==> config.mk <==
export PLATFORM = sky130hd
export DESIGN_NAME = scalar_wb_arbiter
export DESIGN_NICKNAME = d
export VERILOG_FILES = /design/src/rtl/scalar_wb_pkg.sv /design/src/rtl/scalar_wb_arbiter_wb_fifo.sv /design/src/rtl/scalar_wb_arbiter.sv
export SDC_FILE = /design/constraint.sdc
export NUM_CORES = 1
export LEC_CHECK = 0
export CAP_MARGIN = 20
export CORE_MARGIN = 10
export CORE_UTILIZATION = 30
export CTS_BUF_LIST = sky130_fd_sc_hd__clkbuf_4 sky130_fd_sc_hd__clkbuf_8 sky130_fd_sc_hd__clkbuf_16
export CTS_CLUSTER_DIAMETER = 40
export DETAILED_ROUTE_END_ITERATION = 8
export PLACE_DENSITY_LB_ADDON = 0.3
export SYNTH_ARGS = -nofsm -noshare
export SYNTH_HDL_FRONTEND = slang
export SYNTH_HIERARCHICAL = 1
export SYNTH_SLANG_ARGS = --single-unit
==> constraint.sdc <==
create_clock -name clk -period 4.2 [get_ports clk]
set_input_delay 0.84 -clock clk [delete_from_list [all_inputs] [get_ports clk]]
set_output_delay 0.84 -clock clk [all_outputs]
set_load 0.02 [all_outputs]
==> src/rtl/scalar_wb_pkg.sv <==
// Shared types for the scalar writeback arbiter: request payload and
// the source tag carried alongside the registered register-file write.
package scalar_wb_pkg;

  localparam int XLEN_DEF = 32;
  localparam int REG_AW   = 5;

  typedef struct packed {
    logic [REG_AW-1:0]   rd;
    logic [XLEN_DEF-1:0] data;
  } wb_req_t;

  typedef enum logic [1:0] {
    WB_NONE,
    WB_ALU,
    WB_LSU
  } wb_src_e;

endpackage

==> src/rtl/scalar_wb_arbiter_wb_fifo.sv <==
// Synchronous FIFO buffering LSU load returns until they win the write port.
// Power-of-two depth so the pointers wrap naturally.
module wb_fifo
  import scalar_wb_pkg::*;
#(
  parameter int DEPTH = 4
) (
  input  logic                   clk,
  input  logic                   rst,
  input  logic                   push,
  input  wb_req_t                push_data,
  input  logic                   pop,
  output wb_req_t                head,
  output logic                   full,
  output logic                   empty,
  output logic [$clog2(DEPTH):0] count
);

  localparam int AW = $clog2(DEPTH);

  wb_req_t       mem [DEPTH];
  logic [AW-1:0] wr_ptr;
  logic [AW-1:0] rd_ptr;
  logic          do_push;
  logic          do_pop;

  assign full    = (count == (AW+1)'(DEPTH));
  assign empty   = (count == '0);
  assign do_push = push && !full;
  assign do_pop  = pop && !empty;
  assign head    = mem[rd_ptr];

  // NOTE: sequential state uses non-blocking assignments so every flop
  // samples pre-edge values, independent of statement order.
  always_ff @(posedge clk or posedge rst) begin
    if (rst) begin
      wr_ptr <= '0;
      rd_ptr <= '0;
      count  <= '0;
    end else begin
      if (do_push) wr_ptr <= wr_ptr + 1'b1;
      if (do_pop)  rd_ptr <= rd_ptr + 1'b1;
      case ({do_push, do_pop})
        2'b10:   count <= count + 1'b1;
        2'b01:   count <= count - 1'b1;
        default: count <= count;
      endcase
    end
  end

  // NOTE: storage is not reset; the pointers and count alone define which
  // entries are valid, so flushing them is enough and keeps this a plain RAM.
  always_ff @(posedge clk) begin
    if (do_push) mem[wr_ptr] <= push_data;
  end

endmodule

==> src/rtl/scalar_wb_arbiter.sv <==
// Writeback arbiter for the scalar register file: merges ALU results and
// buffered load returns into one registered write, and tracks pending loads.
module scalar_wb_arbiter
  import scalar_wb_pkg::*;
#(
  parameter int XLEN           = XLEN_DEF,
  parameter int LSU_FIFO_DEPTH = 4
) (
  input  logic                            clk,
  input  logic                            rst,
  input  logic                            alu_valid,
  input  logic [REG_AW-1:0]               alu_rd,
  input  logic [XLEN-1:0]                 alu_data,
  output logic                            alu_ready,
  input  logic                            lsu_valid,
  input  logic [REG_AW-1:0]               lsu_rd,
  input  logic [XLEN-1:0]                 lsu_data,
  output logic                            lsu_ready,
  input  logic                            issue_valid,
  input  logic [REG_AW-1:0]               issue_rd,
  output logic                            rf_we,
  output logic [REG_AW-1:0]               rf_waddr,
  output logic [XLEN-1:0]                 rf_wdata,
  output logic [31:0]                     pending,
  output logic [$clog2(LSU_FIFO_DEPTH):0] fifo_count
);

  wb_req_t fifo_head;
  wb_req_t win;
  logic    fifo_full;
  logic    fifo_empty;
  logic    sel_alu;
  logic    sel_lsu;
  logic    win_valid;
  wb_src_e wb_src;
  logic [31:0] set_mask;
  logic [31:0] clr_mask;

  wb_fifo #(.DEPTH(LSU_FIFO_DEPTH)) u_fifo (
    .clk       (clk),
    .rst       (rst),
    .push      (lsu_valid && lsu_ready),
    .push_data ('{rd: lsu_rd, data: lsu_data}),
    .pop       (sel_lsu),
    .head      (fifo_head),
    .full      (fifo_full),
    .empty     (fifo_empty),
    .count     (fifo_count)
  );

  // A full buffer takes priority so loads cannot be starved indefinitely.
  assign alu_ready = !fifo_full;
  assign lsu_ready = !fifo_full;
  assign sel_lsu   = fifo_full || (!alu_valid && !fifo_empty);
  assign sel_alu   = !fifo_full && alu_valid;
  assign win_valid = sel_alu || sel_lsu;

  // NOTE: every always_comb output gets a default first so no path
  // leaves it unassigned, which would otherwise infer a latch.
  always_comb begin
    win      = '{rd: alu_rd, data: alu_data};
    set_mask = '0;
    clr_mask = '0;
    if (sel_lsu) win = fifo_head;
    if (issue_valid && issue_rd != '0) set_mask[issue_rd] = 1'b1;
    if (rf_we && wb_src == WB_LSU) clr_mask[rf_waddr] = 1'b1;
  end

  always_ff @(posedge clk or posedge rst) begin
    if (rst) begin
      rf_we    <= 1'b0;
      rf_waddr <= '0;
      rf_wdata <= '0;
      wb_src   <= WB_NONE;
      pending  <= '0;
    end else begin
      rf_we <= win_valid && win.rd != '0;
      if (win_valid) begin
        rf_waddr <= win.rd;
        rf_wdata <= win.data;
      end
      if (!win_valid || win.rd == '0) wb_src <= WB_NONE;
      else if (sel_lsu)               wb_src <= WB_LSU;
      else                            wb_src <= WB_ALU;
      // Set is applied after clear so a re-issue on the clear edge wins.
      pending <= (pending & ~clr_mask) | set_mask;
    end
  end

endmodule

==> results.toml <==
[grt]
gr-total-overflow = 0
grt-busiest-layer = "met2"
track_usage_pct = 11.84
globalRouteMet2Util_pct = 17.92
use_met1_pct = 15.77
grt_max_degree = 71
grt_pass1_vias = 5898
antenna_found_initial = 4
gr-usage-met3_pct = 4.374
grt_pass1_wl_um = 35710

[critical_path]
critPathBufInv = 2
crit_family = "buffers and inverters"
crit_slowest_cell = "clkdlybuf4s50_1"
worstPathRequired_ps = 3360
slowest_delay_ps = 590
worstSetupStartpointType = "flip-flop"
crit_path_end_kind = "output port"
cp_data_arrival_time_ps = 2220
path_class = "reg -> out"
path_max_fanout = 9
cp_cell_sequence = "nor3b_2 -> inv_1 -> clkdlybuf4s50_1"

[cts]
cts_tree = "done"
ctsHoldBuffers = 0
clock_sinks = 227
cts_resized = 0
clk_pin_slew_worst_paths_ps = 50
worstSkewPairLatency_ps = 510
post-cts-setup-buffers = 0
clockBufferDepth = 3
root_buffer = "clkbuf_16"
htreeDepth = 2
cts_made_buffers = 35

[power]
ir_drop_uv = 363.3
p_total_mw = 9.650
p_leak_nw = 4.433
powerDensity_nw_per_um2 = 778.6

[synth]
yosys_warnings = 6
synthesis.nets = 639
synth_seq_area_share_pct = 70.83
ys_types = 39
ys_ff_latch = 227
synthCells = 549
synth_area_sq_um = 9066
synth_area_per_cell_sq_um = 16.51

[placement]
gp_congestion = 0.8054
place_area_sq_um = 11040
port_buffers = 158
place_inst = 1076
post-dp-hpwl_um = 15170

[sta]
skew_ps = 21.36
fin_crit_ps = 3062
rsz0062_at_grt = "false"
fmax_ghz = 0.3266
timing.slew.headroom_pct = 34.47
setup_viol = 0
hold_viol_final = 0
tightest_slew_ps = 982.9
whs_ps = 485.2
setup_tns_ps = 0
fin_crit_sh_pct = 72.91
maxSlewViolCount = 0

[drt]
drtAntennaViolNets = 0
vias_per_cell = 4.809
drt_iter0_drc = 380
dr.pass1.iters = 6
wl_per_cell_um = 19.95
drt_wl_total_um = 22810
drc = 0
vias = 5497

[floorplanning]
start_util_pct = 30.51
die_area_sq_um = 37570
die_w_um = 193.8
row_count = 63
fp.dieH_um = 193.8
core_sq_um = 29720
io_pins = 159

[layout]
drive_gt1_share_pct = 16.51
fill_cells = 2678
nNetsFinal = 814
final_design_area_no_fill_sq_um = 12390
syn_to_final_growth_pct = 36.71
layout_commonest_cell = "clkdlybuf4s50_1"
final_cell_mix = "157 x clkdlybuf4s50_1, 148 x edfxtp_1, 77 x dfrtp_1"
stdcell_count = 1143

[run_status]
outcome = "completed"

[flow_run]
cap_violations = 0

[worst_hold_path]
hp-class = "reg -> reg"
[tightest hold or removal path: cells and delay by family, from the launching register on]
kind / cells / cell delay, ps
flops: 1 / 340
compound gates: 2 / 110
[final cells by class]
cell class | count | area [sq um] | share of cell area, %
inverters | 10 | 38.79 | 0.3129
flip-flops and latches | 227 | 6424 | 51.83
multi-input cells | 281 | 2429 | 19.59
clock buffers | 40 | 943.4 | 7.612
diodes | 2 | 5.005 | 0.04038
repair buffers | 169 | 1684 | 13.59
clock inverters | 24 | 382.9 | 3.089
well taps | 390 | 488.0 | 3.937
[flip-flops by register name (all words and copies together), names as in the netlist]
signal and count:
u_fifo/mem 148, pending 32, rf_wdata 32, rf_waddr 5
u_fifo/count 3, u_fifo/rd_ptr 2, u_fifo/wr_ptr 2, wb_src 2
rf_we 1
[cell families (layout without fill, tap and decap cells)]
group                    after synthesis  count (layout)  share of synthesized area (%)
flip-flops                           227             227                          70.83
AND/OR/NAND/NOR                       89              89                          5.217
XOR/XNOR                               6               6                         0.5797
AO/OA/AOI/OAI                        109             109                          6.942
other                                  0               2                              0
buffers and inverters                 41             243                          2.567
adder cells (fa/ha/maj)                6               6                         0.9109
multiplexers                          71              71                          12.96
[per-stage QoR]
step	util, %	worst slack (ps)
final	41.71	1138
after global routing	41.69	955.0
after CTS	41.62	1105
after detailed placement	37.16	1246
after global placement	37.16	1265
after floorplan	-	1535
[final timing paths]
kind / start / end / slack (ps) / cells after the start
setup / recovery: u_fifo/count[0] / alu_ready / 1140 / 3
hold / removal: pending[8] / pending[8] / 490 / 2
setup reg to reg: u_fifo/count[0] / u_fifo/count[2] / 1710 / 9
hold reg to reg: pending[8] / pending[8] / 490 / 2
max in group asynchronous: rst / pending[21] / 2880 / 3
min in group asynchronous: rst / u_fifo/wr_ptr[1] / 690 / 2
[power breakdown]
part	internal [mW]	leakage (nW)	switching, mW	total, mW
registers	3.07	2.23	0.523	3.60
logic	1.36	1.56	1.47	2.84
clock network	2.14	0.642	1.07	3.22
[layer usage]
| metal | vias to the layer above | part of all wire [%] |
|---|---|---|
| met5 | - | 0.096 |
| met4 | 4 | 1.4 |
| met1 | 2749 | 45 |
| met2 | 225 | 44 |
| met3 | 35 | 9.0 |
| li1 | 2484 | - |
[cells in the mapped netlist (all sizes together)]
master	count	share of area, %
nor2	5	0.21
mux4	37	9.2
fa	1	0.22
o31ai	11	0.91
o21bai	2	0.17
nand4	2	0.14
a22oi	5	0.41
or4	3	0.29
edfxtp	148	49
o31a	1	0.097
o21a	2	0.17
inv	10	0.41
nand2b	6	0.41
nor2b	4	0.30
nand2	47	1.9
nand3b	4	0.33
nor3	1	0.055
buf	25	1.9
or4b	2	0.22
ha	5	0.69
xor2	3	0.29
nand4b	5	0.55
mux2	1	0.12
and2	4	0.28
dfrtp	79	22
xnor2	3	0.29
nor3b	1	0.14
o41ai	8	0.77
nand3	4	0.22
o21ai	80	4.4
nand4bb	1	0.12
mux2i	33	3.6
clkbuf	6	0.25
Note: power is estimated with default switching activity, not from simulation.
==> edit 1 (same settings) <==
The parameter `LSU_FIFO_DEPTH` goes from 4 to 8.
--- a/src/rtl/scalar_wb_arbiter.sv
+++ b/src/rtl/scalar_wb_arbiter.sv
@@ -4,7 +4,7 @@
   import scalar_wb_pkg::*;
 #(
   parameter int XLEN           = XLEN_DEF,
-  parameter int LSU_FIFO_DEPTH = 4
+  parameter int LSU_FIFO_DEPTH = 8
 ) (
   input  logic                            clk,
   input  logic                            rst,
Ports: changed (resized fifo_count); port bits go from 159 to 160. No check against the original RTL was run, so the function may have changed too.
==> edit 1 against the unedited design <==
Synthesized cell count up 48%. Synthesized area is 66% higher. Critical path depth up 1. Critical endpoint is now lsu_ready. Maximum frequency fell by 12%. Hold slack better by 5.6 ps. Sequential cell count rose by 151. Total power up 48%. Setup slack worse by 410 ps. Wire length up 57%. Largest power group unchanged. Cell area rose by 56%.
==> edit 1: results (changes against the unedited design) <==
STATUS
----------------------------------------------------------------------------------
Status .............................................................. finished clean   unchanged

LOGIC SYNTHESIS
----------------------------------------------------------------------------------
Synth cell count leaders ............................................ sky130_fd_sc_hd__edfxtp_1 (296), sky130_fd_sc_hd__dfrtp_1 (82), sky130_fd_sc_hd__mux4_2 (72), sky130_fd_sc_hd__o21ai_0 (72), sky130_fd_sc_hd__nand2_1 (52)   was sky130_fd_sc_hd__edfxtp_1 (148), sky130_fd_sc_hd__dfrtp_1 (79), sky130_fd_sc_hd__o21ai_0 (71)
Gate count of the mapped netlist ....................................          813   was 549
Distinct cells, synth ...............................................           45   was 39
Ranking of synthesized cells by area ................................ sky130_fd_sc_hd__edfxtp_1 (59%), sky130_fd_sc_hd__dfrtp_1 (14%), sky130_fd_sc_hd__mux4_2 (11%)   was sky130_fd_sc_hd__edfxtp_1 (49%), sky130_fd_sc_hd__dfrtp_1 (22%), sky130_fd_sc_hd__mux4_2 (9.2%)
Count of flip-flops with a built-in enable after synthesis ..........          296   was 148
Ys async rst share ..................................................       21.69%   was 34.80%
Sequential cell area fraction in the yosys report ...................       72.66%   was 70.83%

CELLS AND AREA
----------------------------------------------------------------------------------
Layout Nets .........................................................         1095   was 814
Largest registers ................................................... u_fifo/mem (296), pending (32), rf_wdata (32)   was u_fifo/mem (148), pending (32), rf_wdata (32)
Number of cells in the finished layout apart from fillers ...........         1722   was 1143
Number of inserted filler cells in the final layout .................         4614   was 2678
Share of final-layout standard cells stronger than drive strength 1 .       22.97%   was 16.51%

TIMING
----------------------------------------------------------------------------------
Worst Skew ..........................................................     21.47 ps   was 21.36 ps
Worst-Margin Slew ...................................................     818.6 ps   was 982.9 ps

PLACE
----------------------------------------------------------------------------------
HPWL Detailed .......................................................     23510 µm   was 15170 µm
Placed Cells ........................................................         1621   was 1076
Place WS ............................................................     760.7 ps   was 1246 ps
GP Congestion .......................................................       0.7998   was 0.8054
Post-placement cell area ............................................  0.01750 mm²   was 0.01104 mm²
Number of I/O port buffers ..........................................          159   was 158

ROUTE
----------------------------------------------------------------------------------
WL/cell .............................................................     20.80 µm   was 19.95 µm
DRT iter0 DRCs ......................................................          436   was 380
Count of TritonRoute iterations in the first routing pass ...........            4   was 6
Via count of the routed design ......................................         8140   was 5497

GLOBAL ROUTE
----------------------------------------------------------------------------------
Vias in the first global route ......................................         8825   was 5898
Antenna violations before repair ....................................            2   was 4
Aggregate global-route resource usage ...............................       12.08%   was 11.84%

WORST SETUP PATH
----------------------------------------------------------------------------------
Worst endpoint data arrival time ....................................      2640 ps   was 2220 ps
Crit-path max cell delay ............................................       680 ps   was 590 ps
Critical-path maximum fanout ........................................            8   was 9
Crit-path slowest cell .............................................. sky130_fd_sc_hd__or4b_1   was sky130_fd_sc_hd__clkdlybuf4s50_1
Total buffers and inverters traversed by the critical path ..........            3   was 2

CLOCKING
----------------------------------------------------------------------------------
Number of gates given a new drive strength after cts ................            0   unchanged
Total clock buffers created by CTS ..................................           54   was 35
Clock insertion delay at the later pin of the skew report ...........       590 ps   was 510 ps

PWR
----------------------------------------------------------------------------------
Switching share of power ............................................       31.59%   was 31.82%

edit 1: cell type report:
cell class / count / area [µm²] / area share, %
Clock buffer: 57 / 1391 / 7.182
Antenna cell: 1 / 2.502 / 0.01292
Tap cell: 672 / 840.8 / 4.340
Sequential cell: 378 / 10950 / 56.52
Inverter: 10 / 38.79 / 0.2002
Clock inverter: 43 / 476.7 / 2.461
Multi-Input combinational cell: 381 / 3891 / 20.09
Timing Repair Buffer: 180 / 1782 / 9.197
edit 1: logic make-up after synthesis:
kind of cell             synth area share, %
adder cells (fa/ha/maj)               0.5485
flip-flops                             72.66
buffers and inverters                  2.019
XOR/XNOR                              0.3490
AND/OR/NAND/NOR                        3.731
AO/OA/AOI/OAI                          4.462
multiplexers                           16.23
edit 1: power groups by stage:
stage	combinational (mW)	clock, mW	sequential (mW)
after floorplan	2.48	0	5.66
after detailed placement	4.27	0	5.61
after global routing	4.56	4.88	5.64
after CTS	4.29	4.70	5.55
after global placement	4.25	0	5.60
final	4.18	4.58	5.53
edit 1: final timing paths:
path,start,end,slack [ps],cells past startpoint
setup / recovery,u_fifo/count[0]$_DFFE_PP0P_,lsu_ready,720,4
hold / removal,pending[0]$_DFF_PP0_,pending[0]$_DFF_PP0_,490,1
hold reg to reg,pending[0]$_DFF_PP0_,pending[0]$_DFF_PP0_,490,1
max in group asynchronous,rst,rf_wdata[8]$_DFFE_PP0P_,2630,3
setup reg to reg,u_fifo/count[0]$_DFFE_PP0P_,u_fifo/count[3]$_DFFE_PP0P_,830,10
min in group asynchronous,rst,u_fifo/rd_ptr[0]$_DFFE_PP0P_,640,2
edit 1: metal layers:
metal	GRT usage [%]	share of wire [%]
met3	3.009	6.0
met5	0	0.039
met4	4.037	2.2
met1	16.12	45
met2	18.99	46
==> edit 2 (same settings) <==
Without the edit above. Take the reset off `pending` and load it in a clocked block of its own.
--- a/src/rtl/scalar_wb_arbiter.sv
+++ b/src/rtl/scalar_wb_arbiter.sv
@@ -72,7 +72,6 @@
       rf_waddr <= '0;
       rf_wdata <= '0;
       wb_src   <= WB_NONE;
-      pending  <= '0;
     end else begin
       rf_we <= win_valid && win.rd != '0;
       if (win_valid) begin
@@ -83,8 +82,11 @@
       else if (sel_lsu)               wb_src <= WB_LSU;
       else                            wb_src <= WB_ALU;
       // Set is applied after clear so a re-issue on the clear edge wins.
-      pending <= (pending & ~clr_mask) | set_mask;
     end
+  end
+
+  always_ff @(posedge clk) begin
+    pending <= (pending & ~clr_mask) | set_mask;
   end
 
 endmodule
Behaviour: not the same (a bounded check fails within 4 cycles, from zero or initial values and one cycle with rst high).
==> edit 2 against the unedited design <==
Sequential cell count did not move. Setup slack got worse by 13 ps. Wire length fell by 3.9%. Sequential share of layout area rose by 0.16 points. Maximum frequency fell by 0.41%. Clock power fell by 8.4%. Final cell count fell by 1.4%. Synthesized cell count fell by 1.1%. Total power fell by 3.2%. Via count fell by 3.5%. Synthesized area fell by 2.1%. Cell area fell by 2.8%.
==> edit 2: results (changes against the unedited design) <==
STATUS
----------------------------------------------------------------------------------
Status .............................................................. finished clean   unchanged

CLOCKING
----------------------------------------------------------------------------------
Clock insertion delay at the later pin of the skew report ...........       490 ps   was 510 ps
Maximum root-to-sink buffer count ...................................            3   unchanged
Clock Tree Root ..................................................... sky130_fd_sc_hd__clkbuf_16   unchanged
Post-CTS Setup Bufs .................................................            0   unchanged
Number of levels in the clock H-tree ................................            2   unchanged
Clock transition at the registers of the reported paths .............        50 ps   about the same
Total clock buffers created by CTS ..................................           34   was 35

CELLS AND AREA
----------------------------------------------------------------------------------
Share of final-layout standard cells stronger than drive strength 1 .       16.42%   was 16.51%
Number of inserted filler cells in the final layout .................         2628   was 2678
Antenna fix cells ...................................................            0   was 2
Layout Nets .........................................................          808   was 814
Largest registers ................................................... u_fifo/mem (148), pending (32), rf_wdata (32)   unchanged

MIN PATH
----------------------------------------------------------------------------------
Worst min-delay path category .......................................   reg -> reg   unchanged

WORST SETUP PATH
----------------------------------------------------------------------------------
Flop-to-flop setup slack ............................................      1680 ps   was 1710 ps
Worst endpoint data arrival time ....................................      2240 ps   was 2220 ps

PWR
----------------------------------------------------------------------------------
Leak pwr ............................................................     4.309 nW   was 4.433 nW
Max rail drop VDD ...................................................  0.0003090 V   was 0.0003633 V

ROUTE
----------------------------------------------------------------------------------
Count of TritonRoute iterations in the first routing pass ...........            4   was 6
Routed wire length ..................................................     21920 µm   was 22810 µm
DRT iter0 DRCs ......................................................          316   was 380
Via-per-instance ratio ..............................................        4.705   was 4.809

LOGIC SYNTHESIS
----------------------------------------------------------------------------------
Ys async rst share ..................................................       20.70%   was 34.80%
Distinct cells, synth ...............................................           43   was 39
Ranking of synthesized cells by area ................................ sky130_fd_sc_hd__edfxtp_1 (50%), sky130_fd_sc_hd__dfrtp_1 (13%), sky130_fd_sc_hd__mux4_2 (9.4%)   was sky130_fd_sc_hd__edfxtp_1 (49%), sky130_fd_sc_hd__dfrtp_1 (22%), sky130_fd_sc_hd__mux4_2 (9.2%)
Synth cell count leaders ............................................ sky130_fd_sc_hd__edfxtp_1 (148), sky130_fd_sc_hd__o21ai_0 (71), sky130_fd_sc_hd__dfrtp_1 (47)   was sky130_fd_sc_hd__edfxtp_1 (148), sky130_fd_sc_hd__dfrtp_1 (79), sky130_fd_sc_hd__o21ai_0 (71)
Sequential cell area fraction in the yosys report ...................       70.57%   was 70.83%
Number of nets in the synthesized netlist ...........................          633   was 639

PLACE
----------------------------------------------------------------------------------
GP Congestion .......................................................       0.7876   was 0.8054
HPWL Detailed .......................................................     14840 µm   was 15170 µm

GLOBAL ROUTE
----------------------------------------------------------------------------------
First-pass GRT wire length ..........................................     33640 µm   was 35710 µm
Vias in the first global route ......................................         5594   was 5898
Pin count of the biggest net entering global routing ................           71   unchanged
Antenna violations before repair ....................................            2   was 4
Aggregate global-route resource usage ...............................       11.71%   was 11.84%

TIMING
----------------------------------------------------------------------------------
Worst Hold Slack ....................................................     451.8 ps   was 485.2 ps
Worst-Margin Slew ...................................................     945.5 ps   was 982.9 ps
Worst Skew ..........................................................     18.88 ps   was 21.36 ps

-- edit 2: changes by cell type after synthesis, sizes merged, moves of 2 or more --
cell / delta
buf: -2
dfrtp: -32
dfxtp: +32
nand2: -2
nand3: -2
o31ai: +2
o41ai: -3
-- edit 2: cells by family after synthesis --
kind of cell | synth area share, %
flip-flops | 70.57
AO/OA/AOI/OAI | 7.065
AND/OR/NAND/NOR | 5.331
multiplexers | 13.24
buffers and inverters | 2.270
XOR/XNOR | 0.5924
adder cells (fa/ha/maj) | 0.9308
-- edit 2: layout make-up --
class | instances | area share (%)
well taps | 384 | 3.988
inverters | 9 | 0.2804
repair buffers | 167 | 13.65
clock buffers | 40 | 7.633
flip-flops and latches | 227 | 51.99
multi-input cells | 279 | 20.14
clock inverters | 21 | 2.326
-- edit 2: path summary, 6_finish.rpt --
check	from	end	cells past startpoint
setup / recovery	u_fifo/count[0]$_DFFE_PP0P_	lsu_ready	3
hold / removal	pending[0]$_DFF_P_	pending[0]$_DFF_P_	1
setup reg to reg	u_fifo/count[0]$_DFFE_PP0P_	u_fifo/count[2]$_DFFE_PP0P_	9
hold reg to reg	pending[0]$_DFF_P_	pending[0]$_DFF_P_	1
max in group asynchronous	rst	rf_wdata[20]$_DFFE_PP0P_	2
min in group asynchronous	rst	u_fifo/wr_ptr[0]$_DFFE_PP0P_	2
-- edit 2: routing by layer --
| metal | track usage (%) | part of all wire (%) |
|---|---|---|
| met4 | 2.743 | 1.5 |
| met3 | 4.570 | 10 |
| met5 | 0 | 0.059 |
| met1 | 15.78 | 45 |
| met2 | 17.41 | 43 |
-- edit 2: worst max-delay path, stage by stage, from the launching register on --
cell and delay (ps):
sky130_fd_sc_hd__dfrtp_1 450, sky130_fd_sc_hd__nor3b_2 510, sky130_fd_sc_hd__inv_1 200, sky130_fd_sc_hd__clkdlybuf4s50_1 590
-- edit 2: through the flow --
| stage | instances | utilization, % | total power, mW | instance area, µm² | setup WS, ps |
|---|---|---|---|---|---|
| after global routing | 1127 | 41.64 | 9.849 | 12050 | 963.0 |
| after detailed placement | 1066 | 37.49 | 6.475 | 10850 | 1182 |
| after CTS | 1127 | 41.64 | 9.473 | 12050 | 1078 |
| final | 1127 | 41.64 | 9.340 | 12050 | 1125 |
| after floorplan | 543 | - | 5.210 | 8872 | 1548 |
| after global placement | 1066 | 37.49 | 6.454 | 10850 | 1205 |
-- edit 2: power by group --
group	internal, mW	switching (mW)	total [mW]
clock network	1.95	1.00	2.95
registers	3.08	0.408	3.49
logic	1.36	1.55	2.91
